**src/rtl/servile_ext_txfifo_if.sv**
```systemverilog
// Bus bundle for the servile ext TX FIFO: Wishbone request/response plus the byte stream.
interface servile_ext_txfifo_if;
  logic [31:0] i_wb_adr;
  logic [31:0] i_wb_dat;
  logic [3:0]  i_wb_sel;
  logic        i_wb_we;
  logic        i_wb_stb;
  logic [31:0] o_wb_rdt;
  logic        o_wb_ack;
  logic [7:0]  o_tx_data;
  logic        o_tx_valid;
  logic        i_tx_ready;
  logic        o_irq;

  // Initiator side: CPU/mux plus the stream sink
  modport master (
    output i_wb_adr, i_wb_dat, i_wb_sel, i_wb_we, i_wb_stb, i_tx_ready,
    input  o_wb_rdt, o_wb_ack, o_tx_data, o_tx_valid, o_irq
  );

  // Responder side: the FIFO block
  modport slave (
    input  i_wb_adr, i_wb_dat, i_wb_sel, i_wb_we, i_wb_stb, i_tx_ready,
    output o_wb_rdt, o_wb_ack, o_tx_data, o_tx_valid, o_irq
  );
endinterface

```
**src/rtl/servile_ext_txfifo.sv**
```systemverilog
// servile ext-port responder: byte TX FIFO behind a 4-word Wishbone register map.
// 0 DATA (push), 1 STATUS, 2 CTRL, 3 reserved. Single-cycle registered ack.
module servile_ext_txfifo #(
  parameter int DEPTH_LOG2 = 4,
  parameter bit FULL_STALL = 1'b1
) (
  input  logic                 i_clk,
  input  logic                 i_rst,
  servile_ext_txfifo_if.slave  bus
);
  localparam int AW    = DEPTH_LOG2;
  localparam int DEPTH = 1 << AW;

  localparam logic [1:0] A_DATA = 2'd0;
  localparam logic [1:0] A_STAT = 2'd1;
  localparam logic [1:0] A_CTRL = 2'd2;

  localparam logic [AW:0] PTR_ONE = {{AW{1'b0}}, 1'b1};

  logic [7:0]  r_mem [DEPTH];
  logic [AW:0] r_wr, r_rd;
  logic        r_ack;
  logic [31:0] r_rdt;
  logic        r_tx_en, r_irq_en, r_tx_en_eff, r_ovf;

  logic [AW:0] w_level;
  logic        w_empty, w_full, w_valid, w_pop;
  logic [1:0]  w_reg;
  logic        w_req, w_wr, w_data_wr, w_stall, w_acc;
  logic        w_push, w_ovf_set, w_ovf_clr, w_ctrl_wr, w_flush;
  logic [31:0] w_rd_val;
  logic        w_unused;

  // FIFO state, all from registers
  assign w_level = r_wr - r_rd;
  assign w_empty = (r_wr == r_rd);
  assign w_full  = (r_wr[AW] != r_rd[AW]) && (r_wr[AW-1:0] == r_rd[AW-1:0]);

  // Stream side: offer head byte while effective enable is on
  assign w_valid = r_tx_en_eff & ~w_empty;
  assign w_pop   = w_valid & bus.i_tx_ready;

  // Request decode; a new request is only looked at while not acking
  assign w_reg     = bus.i_wb_adr[3:2];
  assign w_req     = bus.i_wb_stb & ~r_ack;
  assign w_wr      = bus.i_wb_we & bus.i_wb_sel[0];
  assign w_data_wr = w_wr & (w_reg == A_DATA);
  // Full is judged on registered level, so a same-edge pop does not let a push in
  assign w_stall   = FULL_STALL & w_data_wr & w_full;
  assign w_acc     = w_req & ~w_stall;

  assign w_push    = w_acc & w_data_wr & ~w_full;
  assign w_ovf_set = w_acc & w_data_wr & w_full;
  assign w_ovf_clr = w_acc & w_wr & (w_reg == A_STAT) & bus.i_wb_dat[2];
  assign w_ctrl_wr = w_acc & w_wr & (w_reg == A_CTRL);
  assign w_flush   = w_ctrl_wr & bus.i_wb_dat[2];

  // Address bits above [3:2], upper data and upper byte enables carry no meaning here
  assign w_unused = ^{bus.i_wb_adr[31:4], bus.i_wb_adr[1:0], bus.i_wb_dat[31:8], bus.i_wb_sel[3:1]};

  // Read mux; writes return zero
  always_comb begin
    w_rd_val = '0;
    if (!bus.i_wb_we) begin
      case (w_reg)
        A_STAT:  w_rd_val = {16'd0, 8'(w_level), 4'd0, r_tx_en_eff, r_ovf, w_full, w_empty};
        A_CTRL:  w_rd_val = {30'd0, r_irq_en, r_tx_en};
        default: w_rd_val = '0;
      endcase
    end
  end

  // Storage array, no reset needed: contents are only visible through the pointers
  always_ff @(posedge i_clk) begin
    if (w_push) r_mem[r_wr[AW-1:0]] <= bus.i_wb_dat[7:0];
  end

  // Pointers: flush collapses to empty and overrides any pop on the same edge
  always_ff @(posedge i_clk or posedge i_rst) begin
    if (i_rst) begin
      r_wr <= '0;
      r_rd <= '0;
    end else if (w_flush) begin
      r_rd <= r_wr;
    end else begin
      if (w_push) r_wr <= r_wr + PTR_ONE;
      if (w_pop)  r_rd <= r_rd + PTR_ONE;
    end
  end

  // Wishbone response: one-cycle ack with read data, zero otherwise
  always_ff @(posedge i_clk or posedge i_rst) begin
    if (i_rst) begin
      r_ack <= 1'b0;
      r_rdt <= '0;
    end else begin
      r_ack <= w_acc;
      r_rdt <= w_acc ? w_rd_val : 32'd0;
    end
  end

  // Control/status registers; tx_en_eff waits while a byte is offered but not taken
  always_ff @(posedge i_clk or posedge i_rst) begin
    if (i_rst) begin
      r_tx_en     <= 1'b1;
      r_irq_en    <= 1'b0;
      r_tx_en_eff <= 1'b1;
      r_ovf       <= 1'b0;
    end else begin
      if (w_ctrl_wr) begin
        r_tx_en  <= bus.i_wb_dat[0];
        r_irq_en <= bus.i_wb_dat[1];
      end
      if (!(w_valid && !bus.i_tx_ready)) r_tx_en_eff <= r_tx_en;
      if (w_ovf_set)      r_ovf <= 1'b1;
      else if (w_ovf_clr) r_ovf <= 1'b0;
    end
  end

  assign bus.o_wb_ack   = r_ack;
  assign bus.o_wb_rdt   = r_rdt;
  assign bus.o_tx_valid = w_valid;
  assign bus.o_tx_data  = r_mem[r_rd[AW-1:0]];
  assign bus.o_irq      = r_irq_en & w_empty;
endmodule

```
**src/flat_wrapper.sv**
```systemverilog
// flat-port wrapper written by rule: the top's interface ports become plain ports
module servile_ext_txfifo_flat 
#(
  parameter int DEPTH_LOG2 = 4,
  parameter bit FULL_STALL = 1'b1
)
  (i_clk, i_rst, bus_i_wb_adr, bus_i_wb_dat, bus_i_wb_sel, bus_i_wb_we, bus_i_wb_stb, bus_i_tx_ready, bus_o_wb_rdt, bus_o_wb_ack, bus_o_tx_data, bus_o_tx_valid, bus_o_irq);
  servile_ext_txfifo_if bus_i ();
  input  logic i_clk;
  input  logic i_rst;
  input wire logic [$bits(bus_i.i_wb_adr)-1:0] bus_i_wb_adr;
  input wire logic [$bits(bus_i.i_wb_dat)-1:0] bus_i_wb_dat;
  input wire logic [$bits(bus_i.i_wb_sel)-1:0] bus_i_wb_sel;
  input wire logic [$bits(bus_i.i_wb_we)-1:0] bus_i_wb_we;
  input wire logic [$bits(bus_i.i_wb_stb)-1:0] bus_i_wb_stb;
  input wire logic [$bits(bus_i.i_tx_ready)-1:0] bus_i_tx_ready;
  output wire logic [$bits(bus_i.o_wb_rdt)-1:0] bus_o_wb_rdt;
  output wire logic [$bits(bus_i.o_wb_ack)-1:0] bus_o_wb_ack;
  output wire logic [$bits(bus_i.o_tx_data)-1:0] bus_o_tx_data;
  output wire logic [$bits(bus_i.o_tx_valid)-1:0] bus_o_tx_valid;
  output wire logic [$bits(bus_i.o_irq)-1:0] bus_o_irq;
  assign bus_i.i_wb_adr = bus_i_wb_adr;
  assign bus_i.i_wb_dat = bus_i_wb_dat;
  assign bus_i.i_wb_sel = bus_i_wb_sel;
  assign bus_i.i_wb_we = bus_i_wb_we;
  assign bus_i.i_wb_stb = bus_i_wb_stb;
  assign bus_i.i_tx_ready = bus_i_tx_ready;
  assign bus_o_wb_rdt = bus_i.o_wb_rdt;
  assign bus_o_wb_ack = bus_i.o_wb_ack;
  assign bus_o_tx_data = bus_i.o_tx_data;
  assign bus_o_tx_valid = bus_i.o_tx_valid;
  assign bus_o_irq = bus_i.o_irq;
  servile_ext_txfifo #(.DEPTH_LOG2(DEPTH_LOG2), .FULL_STALL(FULL_STALL)) u_core (.i_clk(i_clk), .i_rst(i_rst), .bus(bus_i));
endmodule
```
**config.mk**
```make
export PLATFORM = sky130hd
export DESIGN_NAME = servile_ext_txfifo_flat
export DESIGN_NICKNAME = d
export VERILOG_FILES = /design/src/rtl/servile_ext_txfifo_if.sv /design/src/rtl/servile_ext_txfifo.sv /design/src/flat_wrapper.sv
export SDC_FILE = /design/constraint.sdc
export NUM_CORES = 1
export LEC_CHECK = 0
export BUFFER_PORTS_ARGS = -buffer_cell sky130_fd_sc_hd__buf_2
export CAP_MARGIN = 20
export CORE_MARGIN = 2
export CORE_UTILIZATION = 30
export CTS_CLUSTER_SIZE = 8
export DETAILED_ROUTE_END_ITERATION = 10
export HOLD_SLACK_MARGIN = 0.06
export PLACE_DENSITY = 0.49
export SLEW_MARGIN = 15
export SYNTH_ARGS = -nofsm -noshare
export SYNTH_HDL_FRONTEND = slang
export SYNTH_SLANG_ARGS = --single-unit
export TNS_END_PERCENT = 100
```
**constraint.sdc**
```tcl
create_clock -name i_clk -period 4.2 [get_ports i_clk]
set_clock_uncertainty 0.15 [all_clocks]
set_input_delay 0.21 -clock i_clk [delete_from_list [all_inputs] [get_ports i_clk]]
set_output_delay 0.21 -clock i_clk [all_outputs]
set_load 0.01 [all_outputs]
```
# After elaboration in Yosys (flattened, before gate mapping)
# Memories as Yosys holds them, arrays and structs flattened.
# Cells that the tools add are included.
# classes
addsub	3
eq_ne	5
mux	9
bitwise	21
reduce_logical	7
# ops
op	count
2-to-1 mux 32 bit	1
case mux 13 bit (2 select lines)	1
AND 1 bit	16
2-to-1 mux 13 bit	1
adder 5 x 1 -> 5 bit (second input constant)	2
2-to-1 mux 5 bit	2
== test 5 bit	1
inverter 1 bit	5
subtractor 5 bit	1
== test 4 bit	1
2-to-1 mux 1 bit	4
nonzero test 2 bit	2
== test 2 x 1 -> 1 bit (second input constant)	1
== test 2 bit (second input constant)	1
logical AND 1 bit	2
zero test 2 bit	1
AND reduction 2 bit	1
zero test 1 bit	1
!= test 1 bit	1
# word_totals
reg_bits	47
mem_bits_rw	128
out_inout_bits	43
wordCells	54
n_memories	1
# memory_table
name	depth	width	rd	rd_ports_with_merged_regs	write_ports	line_no	rtl
u_core.r_mem	16	8	1	0	1	servile_ext_txfifo.sv:20	logic [7:0] r_mem [DEPTH];

# Longest topological paths before layout
# depth
depth_word	10
mapped_depth	11
mapped_depth_nobuf	7

# Worst setup path after synthesis
# No wires, ideal clock.
# synth_timing
path_kind	reg2reg
startpoint	register u_core.r_rd[1]
endpoint	memory u_core.r_mem[0][0] (enable)
setup_time_ns	0.383
arrival_ns	2.465
required_ns	3.667
slack_ns	1.202
stages_incl_launch_ff	10
cell_sequence	dfrtp_1 buf_6 buf_6 buf_2 clkinv_1 ha_1 nand4_1 o211a_1 nand2_1 nor3_1
# synth_via
elab_chain_cells	9
word_cells_on_any_way	10
classes_between	1 x eq/ne; 2 x mux; 6 x bitwise; 1 x reduce/logical
# synth_rtl
item	line_no	rtl
start, declared	servile_ext_txfifo.sv:21	logic [AW:0] r_wr, r_rd;
start signal, assigned	servile_ext_txfifo.sv:84	r_rd <= r_wr;
start signal, assigned	servile_ext_txfifo.sv:87	if (w_pop) r_rd <= r_rd + PTR_ONE;
== test 4 bit *	servile_ext_txfifo.sv:37	assign w_full = (r_wr[AW] != r_rd[AW]) && (r_wr[AW-1:0] == r_rd[AW-1:0]);
logical AND 1 bit *	servile_ext_txfifo.sv:37	
AND 1 bit	servile_ext_txfifo.sv:49	assign w_stall = FULL_STALL & w_data_wr & w_full;
inverter 1 bit	servile_ext_txfifo.sv:50	assign w_acc = w_req & ~w_stall;
AND 1 bit	servile_ext_txfifo.sv:50	
AND 1 bit	servile_ext_txfifo.sv:52	assign w_push = w_acc & w_data_wr & ~w_full;
AND 1 bit *	servile_ext_txfifo.sv:52	
2-to-1 mux 1 bit *	servile_ext_txfifo.sv:75	if (w_push) r_mem[r_wr[AW-1:0]] <= bus.i_wb_dat[7:0];
2-to-1 mux 1 bit (not written as such) *	servile_ext_txfifo.sv:75	
end, declared	servile_ext_txfifo.sv:20	
# Every way passes the cells marked *; elsewhere a longest branch is shown, timed or not.

# Worst setup path after layout
# layout_timing
startpoint	register u_core.r_rd[3]
endpoint	memory u_core.r_mem[12][4] (enable)
# Same word-level chain as after synthesis.

==> flow_summary.ini <==
[power]
netSwitchingPower_mw = 1.39
p_leak_nw = 2.78
sw_frac_of_total = 0.314
combPwrFrac = 0.282
clkPwrFrac = 0.322
ir_drop_uv = 266
power_frac_seq = 0.395
p_int_mw = 3.04
power_density_mw_per_mm2 = 580

[global_route]
grt_use_met3 = 0.0358
antenna_found_initial = 0
grt_pass1_vias = 3744
gr-max-usage-layer = met2
grt_usage = 0.125
use_met2 = 0.209
grt_pass1_wl_um = 21200
met1_usage = 0.154
grt_overflow = 0
grt_start_max_net_pins = 36

[timing]
fmax_ghz = 0.303
finalCritPeriodShare = 0.785
grt_setup_unrepaired = false
finalSetupViolCount = 0
fin_setup_tns_ps = 0
tightest_slew_ps = 963
drv_slew = 0
finalHoldViolCount = 0
slew_headroom = 0.355
period_needed_ps = 3300

[setup_path]
reg2reg_depth = 6
startpoint_type = flip-flop
timing.rr.end = u_core.r_mem[12][4]
crit_arrival_ps = 3190
r2r_start = u_core.r_rd[3]
critPathLaunch = u_core.r_rd[3]
endpoint = u_core.r_mem[12][4]
cp-end-kind = flip-flop
worstSetupPathType = flip-flop to flip-flop
critPathMaxFanout = 10
cp_data_required_time_ps = 4090
reg2reg_setup_slack_ps = 900

[place]
port-buffer-count = 35
dpl.hpwl_um = 8960
place_congestion = 0.783

[floorplan]
start_util = 0.304
row_count = 54
die_area_mm2 = 0.0232
fp.dieH_um = 152
die_width_um = 152
ios = 116
coreArea_mm2 = 0.0217

[yosys]
synth_seq_cells = 152
synth_xor_xnor_area_share = 0.0155
syn_inst = 398
synthTopCellsByArea = edfxtp_1 (58%), dfrtp_1 (8.3%), mux4_1 (6.0%)
synth.most_common_cell = edfxtp_1
muxShareOfSynthArea = 0.125
avgSynthCellArea_um2 = 16.6
post_synth_and_or_nand_nor_area_fraction = 0.0735
yosysWarnings = 0
postSynth.asyncResetShare = 0.158
yosys.area_share.adder = 0.0258
netlist_area_mm2 = 0.00660
ys_seq_area_frac = 0.674
yosys-top-cells-count = edfxtp_1 (128), nand2_1 (43), buf_4 (25), dfrtp_1 (22), nor2_1 (21)
synth-edff-count = 128
synth-compound-area-share = 0.0339
ys.flop_type = edfxtp_1
synth_top_family_by_area = multiplexers
synth_top_area_share = 0.582
synth.distinct_cells = 46
synth_top_area_cell = edfxtp_1

[finish]
syn_to_final_growth_pct = 15.7
regArea_mm2 = 0.00445
num-fill-cells = 2059
drive_above_1_share = 0.218
diodes = 0
multi_input_area_mm2 = 0.00189
fin_util = 0.352
nNetsFinal = 541

[detailed_routing]
drc_errors = 0
drt_first_iter_violations = 228
drt_first_pass_iters = 4
viasPerCell = 4.73
num_vias = 3530
antenna_left = 0
totalWireLength_um = 13900
routedWlPerCell_um = 18.6

[clocking]
numClockSinks = 152
clk_pin_slew_ps = 60
cts_tree = yes
ctsResizeCount = 0
clk_root_buffer_cell = clkbuf_16
postCtsSetupBuffers = 0
htree_levels = 4
clk_latency_ps = 420
cts_inserted_buffers = 17
cts_buffer_depth = 2

[worst_hold_path]
hold_path.class = primary input to flip-flop

[flow_run]
cap_viol_max_count = 0

[status]
outcome = completed
critical path: stages, from the launching register on:
cell and delay, ps:
dfrtp_1 590, inv_1 300, ha_1 430, nand4_1 250, o211a_1 260, nand2_1 150
nor2_1 780
stage by stage:
stage	power (mW)	setup slack, ps	hold slack (ps)	instance area [um2]	instances
after floorplan	2.70	1200	73.1	6680	420
after global placement	3.04	1000	300	6970	705
after detailed placement	3.05	920	337	6970	705
after CTS	4.48	903	61.0	7620	746
after global routing	4.65	684	69.6	7640	747
final	4.43	904	66.5	7640	747
cell type report:
cell class / instances / share of cell area
sequential: 152 / 0.582
clock inverter: 13 / 0.0159
multi-input combinational: 218 / 0.248
tap: 280 / 0.0459
timing repair buffer: 54 / 0.0459
clock buffer: 18 / 0.0562
inverter: 12 / 0.00590
how the worst min path moves through the flow:
stage / cells after the start / start / endpoint
4_1_cts: 1 / bus_i_wb_dat[7] / u_core.r_mem[4][7]
3_5_place_dp: 2 / i_rst / u_core.bus.o_wb_rdt[8]
3_3_place_gp: 2 / i_rst / u_core.bus.o_wb_rdt[8]
5_1_grt: 1 / bus_i_wb_dat[7] / u_core.r_mem[5][7]
6_report: 1 / bus_i_wb_dat[7] / u_core.r_mem[5][7]
2_1_floorplan: 1 / i_rst / u_core.bus.o_wb_ack
power groups by stage:
stage	Clock [mW]	Combinational, mW	Sequential [mW]
floorplan	0	0.942	1.76
global placement	0	1.26	1.78
detailed placement	0	1.26	1.78
CTS	1.46	1.28	1.75
global route	1.52	1.37	1.76
finish	1.43	1.25	1.75
cells by family (layout without fill, tap and decap cells):
kind of cell	after synthesis	in the layout
AOI/OAI and AO/OA	32	32
DFF	152	152
adders and majority gates	13	13
buffers and inverters	50	97
muxes	36	36
and+or+nand+nor	104	104
xor gates and xnor gates	10	10
other	1	23
repair_timing:
item,in CTS,in global routing
hold buffers,10,0
endpoints found under the setup margin,0,0
endpoints found under the hold margin,106,0
flip-flops by register name, summed over array words and instances, names as in the netlist:
name                 flops
u_core.r_mem           128
u_core.bus.o_wb_rdt      9
u_core.r_rd              5
u_core.r_wr              5
u_core.bus.o_wb_ack      1
u_core.r_irq_en          1
u_core.r_ovf             1
u_core.r_tx_en           1
u_core.r_tx_en_eff       1
layer usage:
layer  up-vias  routed length, um
li1       1597                  -
met1      1810               5860
met2       103               6890
met3        20                872
met4         0                241
met5         -                  0
cell usage in the layout (no fill, tap or decap), types with 5 or more instances in the layout:
cell type        n
dlygate4sd3_1   10
nor2_1          21
mux4_1          15
a31oi_1          9
nand2_1         43
edfxtp_1       128
buf_4            8
buf_2           35
clkbuf_16       17
conb_1          23
dfrtp_1         21
mux4_2          17
and3_1          13
nor2b_1          5
inv_1           10
nor3_1           7
ha_1            12
xnor2_1          5
Note: power is estimated with default switching activity, not from simulation.
